$ cat config.mk
export PLATFORM = sky130hd
export DESIGN_NAME = alu_seq_sliced_flat
export DESIGN_NICKNAME = d
export VERILOG_FILES = /design/src/rtl/alu_pkg.sv /design/src/rtl/alu_seq_sliced_if.sv /design/src/rtl/alu_seq_sliced_slice.sv /design/src/rtl/alu_seq_sliced.sv /design/src/flat_wrapper.sv
export SDC_FILE = /design/constraint.sdc
export NUM_CORES = 1
export LEC_CHECK = 0
export CAP_MARGIN = 30
export CORE_MARGIN = 1.5
export CORE_UTILIZATION = 35
export DETAILED_ROUTE_END_ITERATION = 12
export GPL_TIMING_DRIVEN = 0
export PLACE_DENSITY = 0.66
export SYNTH_ARGS = -nofsm -noshare
export SYNTH_HDL_FRONTEND = slang
export SYNTH_SLANG_ARGS = --single-unit
$ cat constraint.sdc
create_clock -name clk -period 4.48 [get_ports clk]
set_input_delay 0.448 -clock clk [delete_from_list [all_inputs] [get_ports clk]]
set_output_delay 0.448 -clock clk [all_outputs]
set_load 0.005 [all_outputs]
$ cat src/rtl/alu_pkg.sv
// Shared ALU command/control types and opcodes.
// Used by the sliced sequential ALU and the 4-bit lookahead ALU.
package alu_pkg;

  typedef enum logic [1:0] {
    MUX_XOR = 2'b00,
    MUX_AND = 2'b01,
    MUX_OR  = 2'b10,
    MUX_SHR = 2'b11
  } alu_ctrl_int_t;

  typedef struct packed {
    logic          carry_in;
    logic          b_inv;
    logic          carry_dis;
    alu_ctrl_int_t mux;
  } alu_cmd_t;

  typedef struct packed {
    logic          b_inv;
    logic          carry_dis;
    alu_ctrl_int_t mux;
  } alu_ctrl_t;

  localparam logic [4:0] OP_ADD  = 5'b00000;
  localparam logic [4:0] OP_SUB  = 5'b11000;
  localparam logic [4:0] OP_COMP = 5'b01000;
  localparam logic [4:0] OP_XOR  = 5'b00100;
  localparam logic [4:0] OP_XNOR = 5'b01100;
  localparam logic [4:0] OP_AND  = 5'b00101;
  localparam logic [4:0] OP_OR   = 5'b00110;
  localparam logic [4:0] OP_RSHFT = 5'b00111;

  function automatic alu_ctrl_t to_ctrl(logic [4:0] c);
    alu_cmd_t  cm;
    alu_ctrl_t ct;
    cm = alu_cmd_t'(c);
    ct.b_inv     = cm.b_inv;
    ct.carry_dis = cm.carry_dis;
    ct.mux       = cm.mux;
    return ct;
  endfunction

endpackage

$ cat src/rtl/alu_seq_sliced_if.sv
// Request/response handshake bundle for the sliced ALU.
// slave = ALU side, master = requester side.
interface alu_seq_sliced_if #(
  parameter int WIDTH = 16
);
  logic             in_valid;
  logic             in_ready;
  logic [4:0]       cmd;
  logic [WIDTH-1:0] d1;
  logic [WIDTH-1:0] d2;
  logic             out_valid;
  logic             out_ready;
  logic [WIDTH-1:0] res;
  logic             carry_out;
  logic             res_zero;
  logic             res_all_ones;

  modport slave (
    input  in_valid, cmd, d1, d2, out_ready,
    output in_ready, out_valid, res,
    output carry_out, res_zero, res_all_ones
  );

  modport master (
    output in_valid, cmd, d1, d2, out_ready,
    input  in_ready, out_valid, res,
    input  carry_out, res_zero, res_all_ones
  );
endinterface

$ cat src/rtl/alu_seq_sliced_slice.sv
// Combinational SLICE-bit ALU slice with flattened
// generate/propagate carry lookahead.
module alu_slice
  import alu_pkg::*;
#(
  parameter int SLICE = 4
) (
  input  logic [SLICE-1:0] d1,
  input  logic [SLICE-1:0] d2,
  input  logic             carry_in,
  input  logic             direct_in_top,
  input  alu_ctrl_t        ctrl,
  output logic [SLICE-1:0] res,
  output logic             carry_out,
  output logic             d2_lsb
);

  logic [SLICE-1:0] b;
  logic [SLICE-1:0] g;
  logic [SLICE-1:0] p;
  logic [SLICE-1:0] dir;
  logic [SLICE:0]   sh;
  logic [SLICE:0]   c;
  logic             m;

  always_comb begin
    b   = d2 ^ {SLICE{ctrl.b_inv}};
    g   = d1 & b;
    p   = d1 | b;
    sh  = {direct_in_top, d2};
    dir = sh[SLICE:1];
    c   = '0;
    res = '0;
    m   = 1'b0;
    // each carry expanded independently from g/p
    for (int i = 0; i <= SLICE; i++) begin
      c[i] = carry_in;
      for (int j = 0; j < i; j++)
        c[i] = g[j] | (p[j] & c[i]);
    end
    for (int i = 0; i < SLICE; i++) begin
      unique case (ctrl.mux)
        MUX_XOR: m = ~g[i] & p[i];
        MUX_AND: m = g[i];
        MUX_OR:  m = p[i];
        MUX_SHR: m = dir[i];
        default: m = 1'b0;
      endcase
      res[i] = m ^ (c[i] & ~ctrl.carry_dis);
    end
    carry_out = c[SLICE];
    d2_lsb    = d2[0];
  end

endmodule

$ cat src/rtl/alu_seq_sliced.sv
// Multi-cycle ALU: one SLICE-bit step per clock,
// inter-slice carry / shift bit held in carry_q.
module alu_seq_sliced
  import alu_pkg::*;
#(
  parameter int WIDTH = 16,
  parameter int SLICE = 4
) (
  input logic            clk,
  input logic            rst_n,
  alu_seq_sliced_if.slave bus
);

  localparam int NS = WIDTH / SLICE;
  localparam int IW = (NS > 1) ? $clog2(NS) : 1;
  localparam logic [IW-1:0] LAST = IW'(NS - 1);

  typedef enum logic [1:0] {IDLE, RUN, DONE} state_e;

  state_e           state_q, state_d;
  logic [IW-1:0]    idx_q, idx_d;
  logic             carry_q, carry_d;
  alu_ctrl_t        ctrl_q, ctrl_d;
  logic [WIDTH-1:0] a_q, a_d;
  logic [WIDTH-1:0] b_q, b_d;
  logic [WIDTH-1:0] res_q, res_d;
  logic             cout_q, cout_d;
  logic             zero_q, zero_d;
  logic             ones_q, ones_d;
  logic             in_ready_q, in_ready_d;
  logic             out_valid_q, out_valid_d;

  logic             shr;
  logic [IW-1:0]    k;
  logic [SLICE-1:0] sl_a, sl_b, sl_res;
  logic             sl_cout, sl_lsb;
  logic [WIDTH-1:0] res_ins;

  // shifts walk MSB slice first so carry_q feeds the next lower slice
  assign shr  = (ctrl_q.mux == MUX_SHR);
  assign k    = shr ? (LAST - idx_q) : idx_q;
  assign sl_a = a_q[int'(k)*SLICE +: SLICE];
  assign sl_b = b_q[int'(k)*SLICE +: SLICE];

  alu_slice #(.SLICE(SLICE)) u_slice (
    .d1            (sl_a),
    .d2            (sl_b),
    .carry_in      (carry_q),
    .direct_in_top (carry_q),
    .ctrl          (ctrl_q),
    .res           (sl_res),
    .carry_out     (sl_cout),
    .d2_lsb        (sl_lsb)
  );

  always_comb begin
    res_ins = res_q;
    res_ins[int'(k)*SLICE +: SLICE] = sl_res;
  end

  always_comb begin
    state_d     = state_q;
    idx_d       = idx_q;
    carry_d     = carry_q;
    ctrl_d      = ctrl_q;
    a_d         = a_q;
    b_d         = b_q;
    res_d       = res_q;
    cout_d      = cout_q;
    zero_d      = zero_q;
    ones_d      = ones_q;
    in_ready_d  = in_ready_q;
    out_valid_d = out_valid_q;
    unique case (state_q)
      IDLE: begin
        if (bus.in_valid) begin
          ctrl_d     = to_ctrl(bus.cmd);
          a_d        = bus.d1;
          b_d        = bus.d2;
          carry_d    = bus.cmd[4];
          idx_d      = '0;
          in_ready_d = 1'b0;
          state_d    = RUN;
        end
      end
      RUN: begin
        res_d = res_ins;
        idx_d = idx_q + 1'b1;
        if (shr)
          carry_d = sl_lsb;
        else if (!ctrl_q.carry_dis)
          carry_d = sl_cout;
        if (idx_q == LAST) begin
          idx_d       = '0;
          state_d     = DONE;
          out_valid_d = 1'b1;
          if (shr)
            cout_d = sl_lsb;
          else
            cout_d = sl_cout & ~ctrl_q.carry_dis;
          zero_d = (res_ins == '0);
          ones_d = &res_ins;
        end
      end
      DONE: begin
        if (bus.out_ready) begin
          out_valid_d = 1'b0;
          in_ready_d  = 1'b1;
          state_d     = IDLE;
        end
      end
      default: state_d = IDLE;
    endcase
  end

  always_ff @(posedge clk or negedge rst_n) begin
    if (!rst_n) begin
      state_q     <= IDLE;
      idx_q       <= '0;
      carry_q     <= 1'b0;
      ctrl_q      <= '0;
      a_q         <= '0;
      b_q         <= '0;
      res_q       <= '0;
      cout_q      <= 1'b0;
      zero_q      <= 1'b0;
      ones_q      <= 1'b0;
      in_ready_q  <= 1'b1;
      out_valid_q <= 1'b0;
    end else begin
      state_q     <= state_d;
      idx_q       <= idx_d;
      carry_q     <= carry_d;
      ctrl_q      <= ctrl_d;
      a_q         <= a_d;
      b_q         <= b_d;
      res_q       <= res_d;
      cout_q      <= cout_d;
      zero_q      <= zero_d;
      ones_q      <= ones_d;
      in_ready_q  <= in_ready_d;
      out_valid_q <= out_valid_d;
    end
  end

  assign bus.in_ready     = in_ready_q;
  assign bus.out_valid    = out_valid_q;
  assign bus.res          = res_q;
  assign bus.carry_out    = cout_q;
  assign bus.res_zero     = zero_q;
  assign bus.res_all_ones = ones_q;

endmodule

$ cat src/flat_wrapper.sv
// flat-port wrapper written by rule: the top's interface ports become plain ports
module alu_seq_sliced_flat import alu_pkg::*;
#(
  parameter int WIDTH = 16,
  parameter int SLICE = 4
)
  (clk, rst_n, bus_in_valid, bus_cmd, bus_d1, bus_d2, bus_out_ready, bus_in_ready, bus_out_valid, bus_res, bus_carry_out, bus_res_zero, bus_res_all_ones);
  alu_seq_sliced_if #(.WIDTH(WIDTH)) bus_i ();
  input logic clk;
  input logic rst_n;
  input wire logic [$bits(bus_i.in_valid)-1:0] bus_in_valid;
  input wire logic [$bits(bus_i.cmd)-1:0] bus_cmd;
  input wire logic [$bits(bus_i.d1)-1:0] bus_d1;
  input wire logic [$bits(bus_i.d2)-1:0] bus_d2;
  input wire logic [$bits(bus_i.out_ready)-1:0] bus_out_ready;
  output wire logic [$bits(bus_i.in_ready)-1:0] bus_in_ready;
  output wire logic [$bits(bus_i.out_valid)-1:0] bus_out_valid;
  output wire logic [$bits(bus_i.res)-1:0] bus_res;
  output wire logic [$bits(bus_i.carry_out)-1:0] bus_carry_out;
  output wire logic [$bits(bus_i.res_zero)-1:0] bus_res_zero;
  output wire logic [$bits(bus_i.res_all_ones)-1:0] bus_res_all_ones;
  assign bus_i.in_valid = bus_in_valid;
  assign bus_i.cmd = bus_cmd;
  assign bus_i.d1 = bus_d1;
  assign bus_i.d2 = bus_d2;
  assign bus_i.out_ready = bus_out_ready;
  assign bus_in_ready = bus_i.in_ready;
  assign bus_out_valid = bus_i.out_valid;
  assign bus_res = bus_i.res;
  assign bus_carry_out = bus_i.carry_out;
  assign bus_res_zero = bus_i.res_zero;
  assign bus_res_all_ones = bus_i.res_all_ones;
  alu_seq_sliced #(.WIDTH(WIDTH), .SLICE(SLICE)) u_core (.clk(clk), .rst_n(rst_n), .bus(bus_i));
endmodule
==> summary.md <==
| Metric | Value |
|---|---|
| Crit start category | `register` |
| Slew Viols, Final | `0` |
| Most frequent cell on the critical path | `nor2_1` |
| Routed WL per cell | `16.17 um` |
| CTS Sinks | `62` |
| Clock Pin Slew Worst Setup and Hold Paths | `0.08 ns` |
| Synth Area in Compound Gates | `16.02%` |
| ANT cells | `0` |
| DIE HEIGHT | `104.4 um` |
| Post-CTS Setup Bufs | `0` |
| Final Hold Viols | `0` |
| Crit path kind | `register to register` |
| R2R Setup Slk | `0.39 ns` |
| Crit end category | `register` |
| Synth Area in Adders | `3.127%` |
| Fillers | `935` |
| Skew final | `0.008891 ns` |
| Worst Tran Pin Value | `0.7784 ns` |
| Fin Hold WS | `0.09459 ns` |
| Post-synth EDFFs | `0` |
| Largest family of logic cells by synthesized area | `simple AND/OR/NAND/NOR gates` |
| R2r startpoint | `u_core.ctrl_q[1]$_DFFE_PN0P_` |
| Synth Area in Simple Gates | `17.16%` |
| Register area share after synthesis | `43.12%` |
| Root Driver | `clkbuf_8` |
| Crit path time final | `4.091 ns` |
| Worst Path Required | `4.76 ns` |
| Die ar. | `10,910 sq um` |
| Post-DRT Antenna Nets | `0` |
| Synth cell types | `57` |
| Layout cell share with drive strength beyond 1 | `16.67%` |
| GRT overflow | `0` |
| Slowest cell delay on critical path | `0.49 ns` |
| Setup WS pre-CTS | `0.05034 ns` |
| Slowest CP cell | `dfrtp_1` |
| Fin crit share | `91.31%` |
| Syn Inst Count | `373` |
| Register Area | `1553 sq um` |
| First-pass GRT wire length | `15.19 mm` |
| # setup viols final | `0` |
| DRC Markers | `0` |
| Predominant post-synthesis flop cell | `dfrtp_1` |
| R2r endpoint | `u_core.bus.res_all_ones$_DFFE_PN0P_` |
| Multi-input gate area | `1942 sq um` |
| Pin count of the biggest net entering global routing | `39` |
| RSZ-0062 raised after global routing | `no` |
| Most frequent cells in the layout | `61 x dfrtp_1, 60 x clkdlybuf4s50_1, 59 x nand2_1, 33 x mux2_2, 23 x nor2_1` |
| Total Wirelength | `9.427 mm` |
| Drt pass-1 iters | `4` |
| Crit-path cells | `and2_1 > buf_2 > nor2_1 > a21oi_4 > o22ai_1 > nor2_1 > o21ai_0 > xor2_1 > inv_1 > ha_1 > or3_1 > a21o_1 > and3_1 > clkbuf_1 > nand2b_1 > o31ai_1 > o2111ai_1 > o21ai_1` |
| Outcome | `complete, no violations` |
| Async S/R FF share, synth | `100.0%` |
| Data arrival time of the worst path | `4.37 ns` |
| Port bufs | `61` |
| All-Layer GR Usage | `17.73%` |
| Final setup margin | `0.3893 ns` |
| Setup_tns | `0 ns` |
| DP HPWL | `7.209 mm` |
| Initial antenna violation count | `0` |
| Slew margin rel. | `48.00%` |
| Vias per cell | `5.355` |
| Commonest non-fill, non-tap cell in the layout | `dfrtp_1` |
| Yosys warning count | `0` |
| Initial core utilization | `36.50%` |
| Max Cap Viol | `0` |
| TritonCTS Buffers | `9` |
| Reg2Reg Depth | `18` |
| Worst-path maximum fanout | `10` |
| Number of global-route vias before repair | `3,044` |
| Post-synthesis mux area share | `14.49%` |
| Max clock buf depth | `2` |
| Final #Nets | `495` |
| CTS tree | `done` |
| Worst-Skew Late Latency | `0.35 ns` |
| Yosys reg bits | `62` |
| Via count | `3,122` |
| H-tree level count | `3` |
| Syn_nets | `423` |
| I/O Pins | `62` |
| Hold Path Class | `input pin to async pin` |
| Maximum clock rate | `244.5 MHz` |
| Drt first-iter violations | `127` |
| Post-Synth XOR/XNOR Area | `2.120%` |
| Die X | `104.4 um` |
| Avg Inst Size Synth | `9.654 sq um` |
| # rows | `36` |
| Gpl congestion | `0.8578` |
| Layout area overhead | `29.12%` |
| Core area | `9864 sq um` |
| Mapped cell area | `3601 sq um` |
-- cell usage after synthesis, types with 2 or more instances --
cell | instances | area (sq um)
a21boi_1 | 3 | 22.52
a21o_1 | 3 | 22.52
a21oi_1 | 16 | 80.08
a22oi_1 | 4 | 30.03
a31oi_1 | 2 | 12.51
and2_1 | 4 | 25.02
and3_1 | 2 | 12.51
and3b_1 | 2 | 17.52
and4_1 | 3 | 26.28
buf_2 | 6 | 30.03
clkbuf_1 | 12 | 45.04
dfrtp_1 | 61 | 1526
ha_1 | 9 | 112.6
inv_1 | 14 | 52.55
mux2_2 | 33 | 371.6
mux2i_1 | 6 | 60.06
mux4_2 | 4 | 90.09
nand2_1 | 59 | 221.5
nand2b_1 | 9 | 56.30
nand3_1 | 6 | 30.03
nand4_1 | 2 | 12.51
nand4b_1 | 2 | 17.52
nor2_1 | 23 | 86.33
nor2b_1 | 3 | 18.77
nor3_1 | 3 | 15.01
o21ai_0 | 20 | 100.1
o21ai_1 | 6 | 30.03
o21bai_1 | 3 | 22.52
o22ai_1 | 6 | 37.54
o31a_1 | 2 | 17.52
o31ai_1 | 10 | 75.07
o41ai_1 | 3 | 26.28
or3_1 | 4 | 25.02
xnor2_1 | 2 | 17.52
xnor2_2 | 2 | 32.53
xor2_1 | 3 | 26.28
-- flip-flops by register name (all words and copies together), names as in the netlist --
register	count
u_core.state_q	2
u_core.b_q	16
u_core.ctrl_q	4
u_core.bus.res	16
u_core.carry_q	1
u_core.idx_q	2
u_core.bus.out_valid	1
u_core.a_q	16
u_core.bus.res_zero	1
u_core.bus.in_ready	1
u_core.bus.res_all_ones	1
u_core.bus.carry_out	1
-- worst max path at each step --
stage,to,depth (start not counted),slack (ns),from
2_1_floorplan,u_core.bus.res_zero$_DFFE_PN0P_,16,0.88,u_core.idx_q[0]$_DFFE_PN0P_
3_3_place_gp,u_core.bus.res_all_ones$_DFFE_PN0P_,17,0.14,u_core.ctrl_q[1]$_DFFE_PN0P_
3_5_place_dp,u_core.bus.res_all_ones$_DFFE_PN0P_,17,0.05,u_core.ctrl_q[1]$_DFFE_PN0P_
4_1_cts,u_core.bus.res_all_ones$_DFFE_PN0P_,17,0.01,u_core.ctrl_q[1]$_DFFE_PN0P_
5_1_grt,u_core.bus.res_all_ones$_DFFE_PN0P_,18,0.14,u_core.ctrl_q[1]$_DFFE_PN0P_
6_report,u_core.bus.res_all_ones$_DFFE_PN0P_,18,0.39,u_core.ctrl_q[1]$_DFFE_PN0P_
-- layer usage --
metal	GRT usage (%)	wire, um	vias up	part of all wire, %
met1	22.87	4329	1514	46
met4	7.440	226	0	2.4
met2	28.52	4370	103	46
met5	0	0	-	0
met3	4.010	500	24	5.3
li1	-	-	1481	-
-- metrics by stage --
stage	cell area, sq um	cells	util [%]
after CTS	4616	584	46.79
after detailed placement	4393	568	44.53
final	4649	583	47.13
after global placement	4378	567	44.38
after floorplan	3601	373	-
after global routing	4649	583	47.13
-- final cells by class --
type                            count  share of cell area (%)
Buffer                             18                   1.803
Multi-Input combinational cell    277                   41.77
Sequential cell                    62                   33.40
Inverter                           15                   1.211
Timing Repair Buffer               62                   13.46
Tap cell                          133                   3.579
Clock buffer                        9                   2.664
Clock inverter                      7                   2.126
-- logic make-up (layout without fill, tap and decap cells) --
| kind of cell | count (synthesis) | count (layout) |
|---|---|---|
| xor+xnor | 7 | 7 |
| buf+inv | 34 | 111 |
| fa+ha+maj | 9 | 9 |
| simple gates | 129 | 129 |
| compound gates | 89 | 89 |
| mux | 43 | 43 |
| flops | 62 | 62 |
-- what timing repair did --
action	CTS	global route
setup endpoints to repair	0	3
hold buffers	0	0
gates resized for setup	0	8
-- critical path, delay by kind of cell, from the launching register on --
kind            cells  cell delay [ns]
compound gates      7             1.34
simple gates        6             1.20
fa+ha+maj           1             0.23
xor+xnor            1             0.22
buf+inv             3             0.52
flops               1             0.49
Power is not shown: default switching activity piles up to over one toggle a cycle in this logic, so the estimate is an artifact.
